## src/rtl/par2ser_clk8f.sv

```systemverilog
// par2ser_clk8f: byte-to-serial transmitter in the clk8f domain.
// MSB first, idle symbol fill, forced idle preamble after reset.
module par2ser_clk8f #(
    parameter int unsigned WIDTH    = 8,
    parameter logic [7:0]  IDLE_SYM = 8'hBC,
    parameter int unsigned IDLE_PRE = 4
) (
    input  logic             clk8f,
    input  logic             reset,
    input  logic [WIDTH-1:0] data_in,
    input  logic             valid_in,
    output logic             ready_out,
    output logic             data_out,
    output logic             frame_start,
    output logic             data_active
);

    typedef enum logic {
        SYNC,
        RUN
    } state_t;

    // With no preamble the block comes out of reset ready to send data.
    localparam state_t     RST_STATE = (IDLE_PRE == 0) ? RUN : SYNC;
    localparam logic [3:0] PRE_LAST  = 4'(IDLE_PRE - 1);

    state_t     state;
    state_t     state_nx;
    logic [3:0] pre_cnt;
    logic [3:0] pre_cnt_nx;
    logic [2:0] bit_cnt;
    logic [7:0] sreg;
    logic       is_data;
    logic       load;
    logic       take;
    logic [7:0] sym;

    // Byte boundary and acceptance come only from registers.
    always_comb begin
        load      = (bit_cnt == 3'd7);
        ready_out = (state == RUN) && load;
        take      = ready_out && valid_in;
        sym       = take ? data_in : IDLE_SYM;
    end

    // Next state: count idle preamble symbols, then run forever.
    always_comb begin
        state_nx   = state;
        pre_cnt_nx = pre_cnt;
        unique case (state)
            SYNC: begin
                if (load) begin
                    pre_cnt_nx = pre_cnt + 4'd1;
                    if (pre_cnt == PRE_LAST) begin
                        state_nx = RUN;
                    end
                end
            end
            RUN: begin
                state_nx = RUN;
            end
            default: begin
                state_nx = RST_STATE;
            end
        endcase
    end

    // State and preamble counter registers.
    always_ff @(posedge clk8f) begin
        if (reset) begin
            state   <= RST_STATE;
            pre_cnt <= 4'd0;
        end else begin
            state   <= state_nx;
            pre_cnt <= pre_cnt_nx;
        end
    end

    // Serializer: load a symbol every 8th cycle, shift out otherwise.
    always_ff @(posedge clk8f) begin
        if (reset) begin
            bit_cnt     <= 3'd7;
            sreg        <= 8'd0;
            data_out    <= 1'b0;
            frame_start <= 1'b0;
            is_data     <= 1'b0;
        end else begin
            bit_cnt <= bit_cnt + 3'd1;
            if (load) begin
                data_out    <= sym[7];
                sreg        <= {sym[6:0], 1'b0};
                frame_start <= 1'b1;
                is_data     <= take;
            end else begin
                data_out    <= sreg[7];
                sreg        <= {sreg[6:0], 1'b0};
                frame_start <= 1'b0;
            end
        end
    end

    assign data_active = is_data;

endmodule

```

## config.mk

```make
export PLATFORM = sky130hd
export DESIGN_NAME = par2ser_clk8f
export DESIGN_NICKNAME = d
export VERILOG_FILES = /design/src/rtl/par2ser_clk8f.sv
export SDC_FILE = /design/constraint.sdc
export NUM_CORES = 1
export LEC_CHECK = 0
export ABC_AREA = 1
export BUFFER_PORTS_ARGS = -buffer_cell sky130_fd_sc_hd__buf_2
export CAP_MARGIN = 20
export CORE_MARGIN = 2
export CORE_UTILIZATION = 49
export DETAILED_ROUTE_END_ITERATION = 8
export MAX_ROUTING_LAYER = met4
export PLACE_DENSITY = 0.73
export SETUP_SLACK_MARGIN = 0.05
export SYNTH_ARGS = -nofsm -noshare
export SYNTH_HDL_FRONTEND = slang
export SYNTH_SLANG_ARGS = --single-unit
```

## constraint.sdc

```tcl
create_clock -name clk8f -period 1.7 [get_ports clk8f]
set_input_delay 0.255 -clock clk8f [delete_from_list [all_inputs] [get_ports clk8f]]
set_output_delay 0.255 -clock clk8f [all_outputs]
set_load 0.01 [all_outputs]
```

# Word level (Yosys, flattened, before mapping)
# Index checks and enable logic that the tools add are counted.
# word_totals
elab_cells,22
register_bits,19
input_bits,11
# op_classes
reduce_logical,3
bitwise,1
n_addsub,2
eq_ne,2
muxes,7
# op_table
operator,count
$mux W8,2
$add A4 B1 Y4 const B,1
$eq A4 B2 Y1 const B,1
$mux W1,4
$add A3 B1 Y3 const B,1
$eq A3 B3 Y1 const B,1
$logic_and A1 B1 Y1,2
$pmux W1 S2,1
$reduce_and A2 Y1,1
$not A1 Y1,1

# Depth between registers and ports, before layout
# Gate-level depths: netlist of run 1.
# logic_depth
word_depth,5
ltp_mapped,8

# Worst setup path before layout of run 1
# No wires, ideal clock.
# synth_timing
path_kind,register -> register
startpoint,reg bit_cnt[0]
endpoint,reg data_out
slack_ps,505
path_stages_with_launch,8
synth_period_minus_slack_ps,1195
setup_ps,117
t_arrival_ps,1078
cell_sequence,dfxtp_1 ha_1 ha_1 nand2_1 inv_2 nand2_4 nor2_1 nor2_1
# synth_between
elab_chain_len,5
# synth_rtl
element,line,rtl
from (decl),31,logic [2:0] bit_cnt;
from (signal assigned),88,bit_cnt <= bit_cnt + 3'd1;
$eq A3 B3 Y1,40,load = (bit_cnt == 3'd7);
named net load,34,logic load;
$logic_and A1 B1 Y1,41,ready_out = (state == RUN) && load;
named net ready_out,12,"output logic ready_out,"
$logic_and A1 B1 Y1,42,take = ready_out && valid_in;
$mux W8,43,sym = take ? data_in : IDLE_SYM;
$mux W1,89,if (load) begin
to (signal assigned),90,data_out <= sym[7];
to (signal assigned),95,data_out <= sreg[7];
to (decl),13,"output logic data_out,"
# The timed path passes the listed nets, and every way through them passes these cells.
# A chain may end at the register's enable or synchronous reset.

# Worst setup path in the final report of run 1
# layout_timing
startpoint,reg bit_cnt[0]
endpoint,out ready_out
# layout_between
elab_chain_len,2
# layout_rtl
element,line
$eq A3 B3 Y1,40
named net load,34
$logic_and A1 B1 Y1,41
to (decl),12
# The timed path passes the listed nets, and every way through them passes these cells.

==> metrics, run 1 <==
Power Density 1026 mW/mm^2; synth unique cells 15; Total GRT Usage approximately 19%; Slew HR 87.48%; Die Y-Extent 41.20 microns; number of global-route vias before repair a little over 500; FILL cells approximately 130; clk_skew 6.143 ps; layout cells sized above 1 between 20% and 30%; Pwr Total approximately 0.81 mW; drt total wl about 1200 microns; # DRC 0; Placed Cells ~110; drt wl/cell about 11 microns; Placer Congestion ~0.73; Placed Area 755.7 sq um; fin. max-slew vios 0; post-route cell area 790.8 sq um; Post-synth EDFFs 0; final hold violation count 0; Worst-path clk slew 100 ps; final setup TNS 0 ps; CP Launch Type flop; Core ar. 0.001301 sq mm; CTS root buffer clkbuf_4; Synth top area share 53.14%; Final min period 1539 ps; Setup WS post-layout about 160 ps; row count 13; largest net degree at the start of global routing 13; sequential fraction of the synthesis area between 50% and 60%; crit-path max FO 8; register area roughly 360 sq um; I/O Buffers 14; # IOs 15; Net count, final 111; RSZ-0062 raised after global routing false; Mapped Cells a little under 80; outcome finished clean; grt ovf 0; H-Tree Depth 1; Post-DP HPWL just over 800 microns; cell area after synthesis between 600 and 700 sq um; fmax 0.6498 GHz; initial antenna violation count 0; Sink Count 18; Setup WS pre-CTS approximately 370 ps; final setup fails 0; first-pass GRT wire length 2042 microns; DR vias roughly 520; Final Instance Count excl. Fillers between 100 and 150; CTS max path bufs 2; main area contributors after synthesis dfxtp_1 (53%), nor2_1 (10%), nand2_1 (7.2%), ha_1 (5.5%), o21ai_0 (5.2%); worst path required time around 1400 ps; Worst Tran Pin Value 187.5 ps; Synth area leader dfxtp_1; Vias/cell 4.755; drt first pass iters 2; CTS Buf Count 3; worst hold path class input pin to flop; total number of yosys warnings 0; initial core utilization between 50% and 60%; Yosys reg bits 18; # Post-CTS Setup Buffers 0; hold_buf cts 0; CP Capture Type output port; area of the multi-input gates approximately 300 sq um; crit path DAT 1280 ps; max cap viols 0; Synth async-reset ratio 0%; Max IR drop VDD between 0.5 and 0.6 mV; die width 41.20 microns; ANT cells 0; 1st-iter DRT viols 6; syn_nets a little over 90; Area growth, synth to finish 16.61%; CTS tree yes; remaining antenna violation count 0; Die Footprint 0.001697 sq mm; post-route clock period utilization between 90% and 100%; Pleak between 0.3 and 0.4 nW; worst skew pair latency ~290 ps; critical path type flop to output port; top_reg_cell synth dfxtp_1; Commonest cells post-synth dfxtp_1 (18), nor2_1 (18), nand2_1 (13), o21ai_0 (7), nand3_1 (5); post-CTS sizing 0; Syn Area/Cell about 8.6 sq um
[worst paths after layout]
kind	from	end	slack, ps	cells after the start
worst max-delay path	bit_cnt[0]	ready_out	160	5
worst min-delay path	data_in[6]	sreg[7]	150	3
worst min register to register	bit_cnt[0]	bit_cnt[0]	410	1
worst max register to register	bit_cnt[0]	pre_cnt[3]	460	7
[power breakdown]
group	switching, mW	leakage (nW)	internal (mW)
logic	0.0682	0.202	0.0572
clock network	0.124	0.0138	0.0824
registers	0.0179	0.148	0.462
total	0.210	0.364	0.601
[critical path, stage by stage, from the launching register on]
cell and delay, ps:
dfxtp_1 320, ha_1 230, ha_4 190, nand2_1 70, inv_2 50, buf_2 130
[layout make-up]
type	instances	area share, %
timing repair buffer	14	8.861
sequential	18	45.57
clock buffer	3	2.848
tap	15	2.373
inverter	5	2.373
multi-input combinational	55	37.97
[metrics by stage]
stage | utilization (%) | hold slack, ps
floorplan | - | 324.1
global placement | 58.08 | 379.9
detailed placement | 58.08 | 383.5
CTS | 59.81 | 142.0
global route | 60.77 | 166.4
finish | 60.77 | 148.4
[routing by layer]
layer	track usage (%)	wire (microns)	up-vias
met5	-	0	-
met4	12.10	23	0
met3	3.261	33	4
met2	30.86	550	9
met1	22.77	549	224
li1	-	-	286
[placed cells by master (no fill, tap or decap)]
| cell type | synthesis | layout |
|---|---|---|
| inv_1 | 2 | 2 |
| nand2_4 | 1 | 1 |
| nor3_1 | 1 | 1 |
| nor2_4 | 2 | 2 |
| inv_2 | 3 | 3 |
| ha_4 | 0 | 1 |
| clkbuf_4 | 0 | 3 |
| nor2_1 | 18 | 18 |
| a21oi_1 | 2 | 2 |
| nand2_1 | 13 | 13 |
| nand3_1 | 5 | 5 |
| dfxtp_1 | 18 | 18 |
| buf_2 | 0 | 14 |
| nor3b_2 | 1 | 1 |
| or2_2 | 2 | 2 |
| ha_1 | 3 | 2 |
| o21ai_0 | 7 | 7 |
[registers in the layout, summed over array words and instances (netlist names)]
register and count:
bit_cnt 3, data_active 1, sreg 7, data_out 1, frame_start 1, state 1, pre_cnt 4
[cell families after synthesis]
family	count (synthesis)	synth area share, %
AO/OA/AOI/OAI	9	6.642
adder cells (fa/ha/maj)	3	5.536
buffers and inverters	6	4.428
flip-flops	18	53.14
AND/OR/NAND/NOR	43	30.26
Note: power is estimated with default switching activity, not from simulation.
==> inputs of run 2 (changes only) <==
- CORE_UTILIZATION: 49 -> 45
- PLACE_DENSITY: 0.73 -> 0.71
- clock period: 1.7 -> 1.31 ns (I/O delays scaled with it)
==> run 2 against run 1 <==
Net effect: the run now ends with setup timing left; sequential share of layout area shrank 3.7 points; via count rose by 5.9%; highest routed layer unchanged; critical endpoint unchanged; clock skew rose by 1.8 ps; largest cell class unchanged; critical path depth did not move; hold slack got worse by 58 ps; clock power grew 28%; die area up 8.0%; flip-flop and latch count unchanged; first-iteration DRC count is 33% lower; global-route usage down 2.2 points.
==> metrics, run 2 (synthesis gave the netlist of run 1 again) <==
biggest regs sreg: 7 flops, pre_cnt: 4 flops, bit_cnt: 3 flops; Vias/cell 4.860 (+2.2%); post-route clock period utilization 103.9%; outcome complete, but fails checks; Die Footprint 0.001834 sq mm (+8.0%); worst skew pair latency 290 ps (about the same); Pwr Total 1.116 mW (+38%); critical path type flop to output port; Placed Cells 110 (+2.8%); largest reg by FF count sreg; die width 42.82 microns (+3.9%); ANT cells 0 (unchanged); RSZ-0062 raised after global routing true; Final min period roughly 1400 ps; Core ar. 0.001454 sq mm (+12%); H-Tree Depth 1 (unchanged); Placed Area 772.0 sq um (+2.2%); final setup fails 1 (+1); max cap viols 0 (unchanged); post-layout util 59.55% (-1.2 points); Placer Congestion 0.7406 (+1.4%); first-pass GRT wire length 2180 microns (+6.8%); Pleak 0.3847 nW (+5.6%); FILL cells 127 (-4.5%); drt wl/cell 10.79 microns (+2.7%); Setup WS post-layout -50.80 ps (-212.0 ps); crit path DAT 1160 ps (-120 ps); DR vias 554 (+5.9%); Die Y-Extent 42.82 microns (+3.9%); Worst Tran Pin Value 216.3 ps (+28.79 ps); Net count, final 114 (+2.7%); CTS Buf Count 3 (unchanged); Setup crit start bit_cnt[0]; drt total wl 1230 microns (+6.4%); Setup WS pre-CTS 58.51 ps (-315.3 ps); clk_skew 7.965 ps (+1.822 ps); Total GRT Usage 17.29% (-2.2 points); CTS max path bufs 2 (unchanged); remaining antenna violation count 0 (unchanged); most frequent cells in the layout nor2_1 (17), dfxtp_1 (16), buf_2 (13), nand2_1 (12), nand3_1 (4); CTS tree yes; drt first pass iters 4 (+2); Worst-path clk slew 90 ps (about the same); number of global-route vias before repair 505 (-0.39%); final hold violation count 0 (unchanged); final setup TNS -50.80 ps (-50.80 ps); crit-path cells ha_4 -> ha_4 -> nand2_2 -> inv_2 -> buf_6; worst hold path class input pin to flop; # DRC 0 (unchanged); fin. max-slew vios 0 (unchanged); Largest stage delay, worst path 340 ps (+20 ps); Slew HR 85.56% (-1.9 points); Critical Path Most Common Cell ha_4; Post-DP HPWL 799.5 microns (-2.6%); CP Launch Type flop; row count 14 (+1); Max IR drop VDD 0.7110 mV (+42%); post-route cell area 865.8 sq um (+9.5%); CP max-delay cell dfxtp_2; initial antenna violation count 0 (unchanged); CTS root buffer clkbuf_4; # IOs 15 (unchanged); Sink Count 18 (unchanged); Final Instance Count excl. Fillers 114 (+3.6%); crit-path max FO 2 (-6); initial core utilization 46.64% (-5.5 points); Power Density 1288 mW/mm^2 (+26%); largest net degree at the start of global routing 13 (unchanged); I/O Buffers 14 (unchanged); CP Capture Type output port; fmax roughly 0.73 GHz; grt ovf 0 (unchanged); Crit Reg-Reg Startpoint bit_cnt[0]; violated checks setup timing; hold_sp data_in[6]; 1st-iter DRT viols 4 (-2); Area growth, synth to finish 27.68%; most common cell after layout, fill and taps aside nor2_1; max FFs per register 7 (unchanged); Hold Slack 90.00 ps (-58.40 ps); layout cells sized above 1 40.82% (+12 points); worst path required time 1110 ps (-330 ps)
==> run 2: repair_timing <==
item,CTS,global route
pin swaps,2,1
hold buffers,0,0
setup buffers,1,0
endpoints found under the setup margin,4,9
resized for setup,8,12
==> run 2: power breakdown <==
group	switching [mW]	leakage, nW	internal, mW
combinational	0.111	0.223	0.108
clock	0.157	0.0138	0.107
sequential	0.0311	0.148	0.601
total	0.299	0.385	0.816
==> run 2: routing by layer <==
layer / vias to the layer above / routed length (microns) / track usage (%)
met5: - / 0 / -
met4: 0 / 30 / 9.375
met1: 247 / 545 / 18.68
met2: 13 / 586 / 26.36
met3: 4 / 67 / 7.660
li1: 290 / - / -
==> run 2: cell type report <==
type	count	area, sq um	share of cell area (%)
clock buffers	3	22.52	2.601
repair buffers	17	98.84	11.42
flip-flops and latches	18	362.8	41.91
inverters	5	23.77	2.746
well taps	16	20.02	2.312
multi-input cells	55	337.8	39.02
==> run 2: critical path, delay by kind of cell, from the launching register on <==
family / cells / cell delay, ps
flops: 1 / 340
buf+inv: 2 / 160
simple gates: 1 / 50
fa+ha+maj: 2 / 320
==> run 2: worst paths after layout <==
check                             endpoint  slack (ps)  depth (start not counted)
worst max-delay path             ready_out         -50                          5
worst min-delay path               sreg[7]          90                          3
worst min register to register  bit_cnt[0]         420                          1
worst max register to register  pre_cnt[3]          50                          8
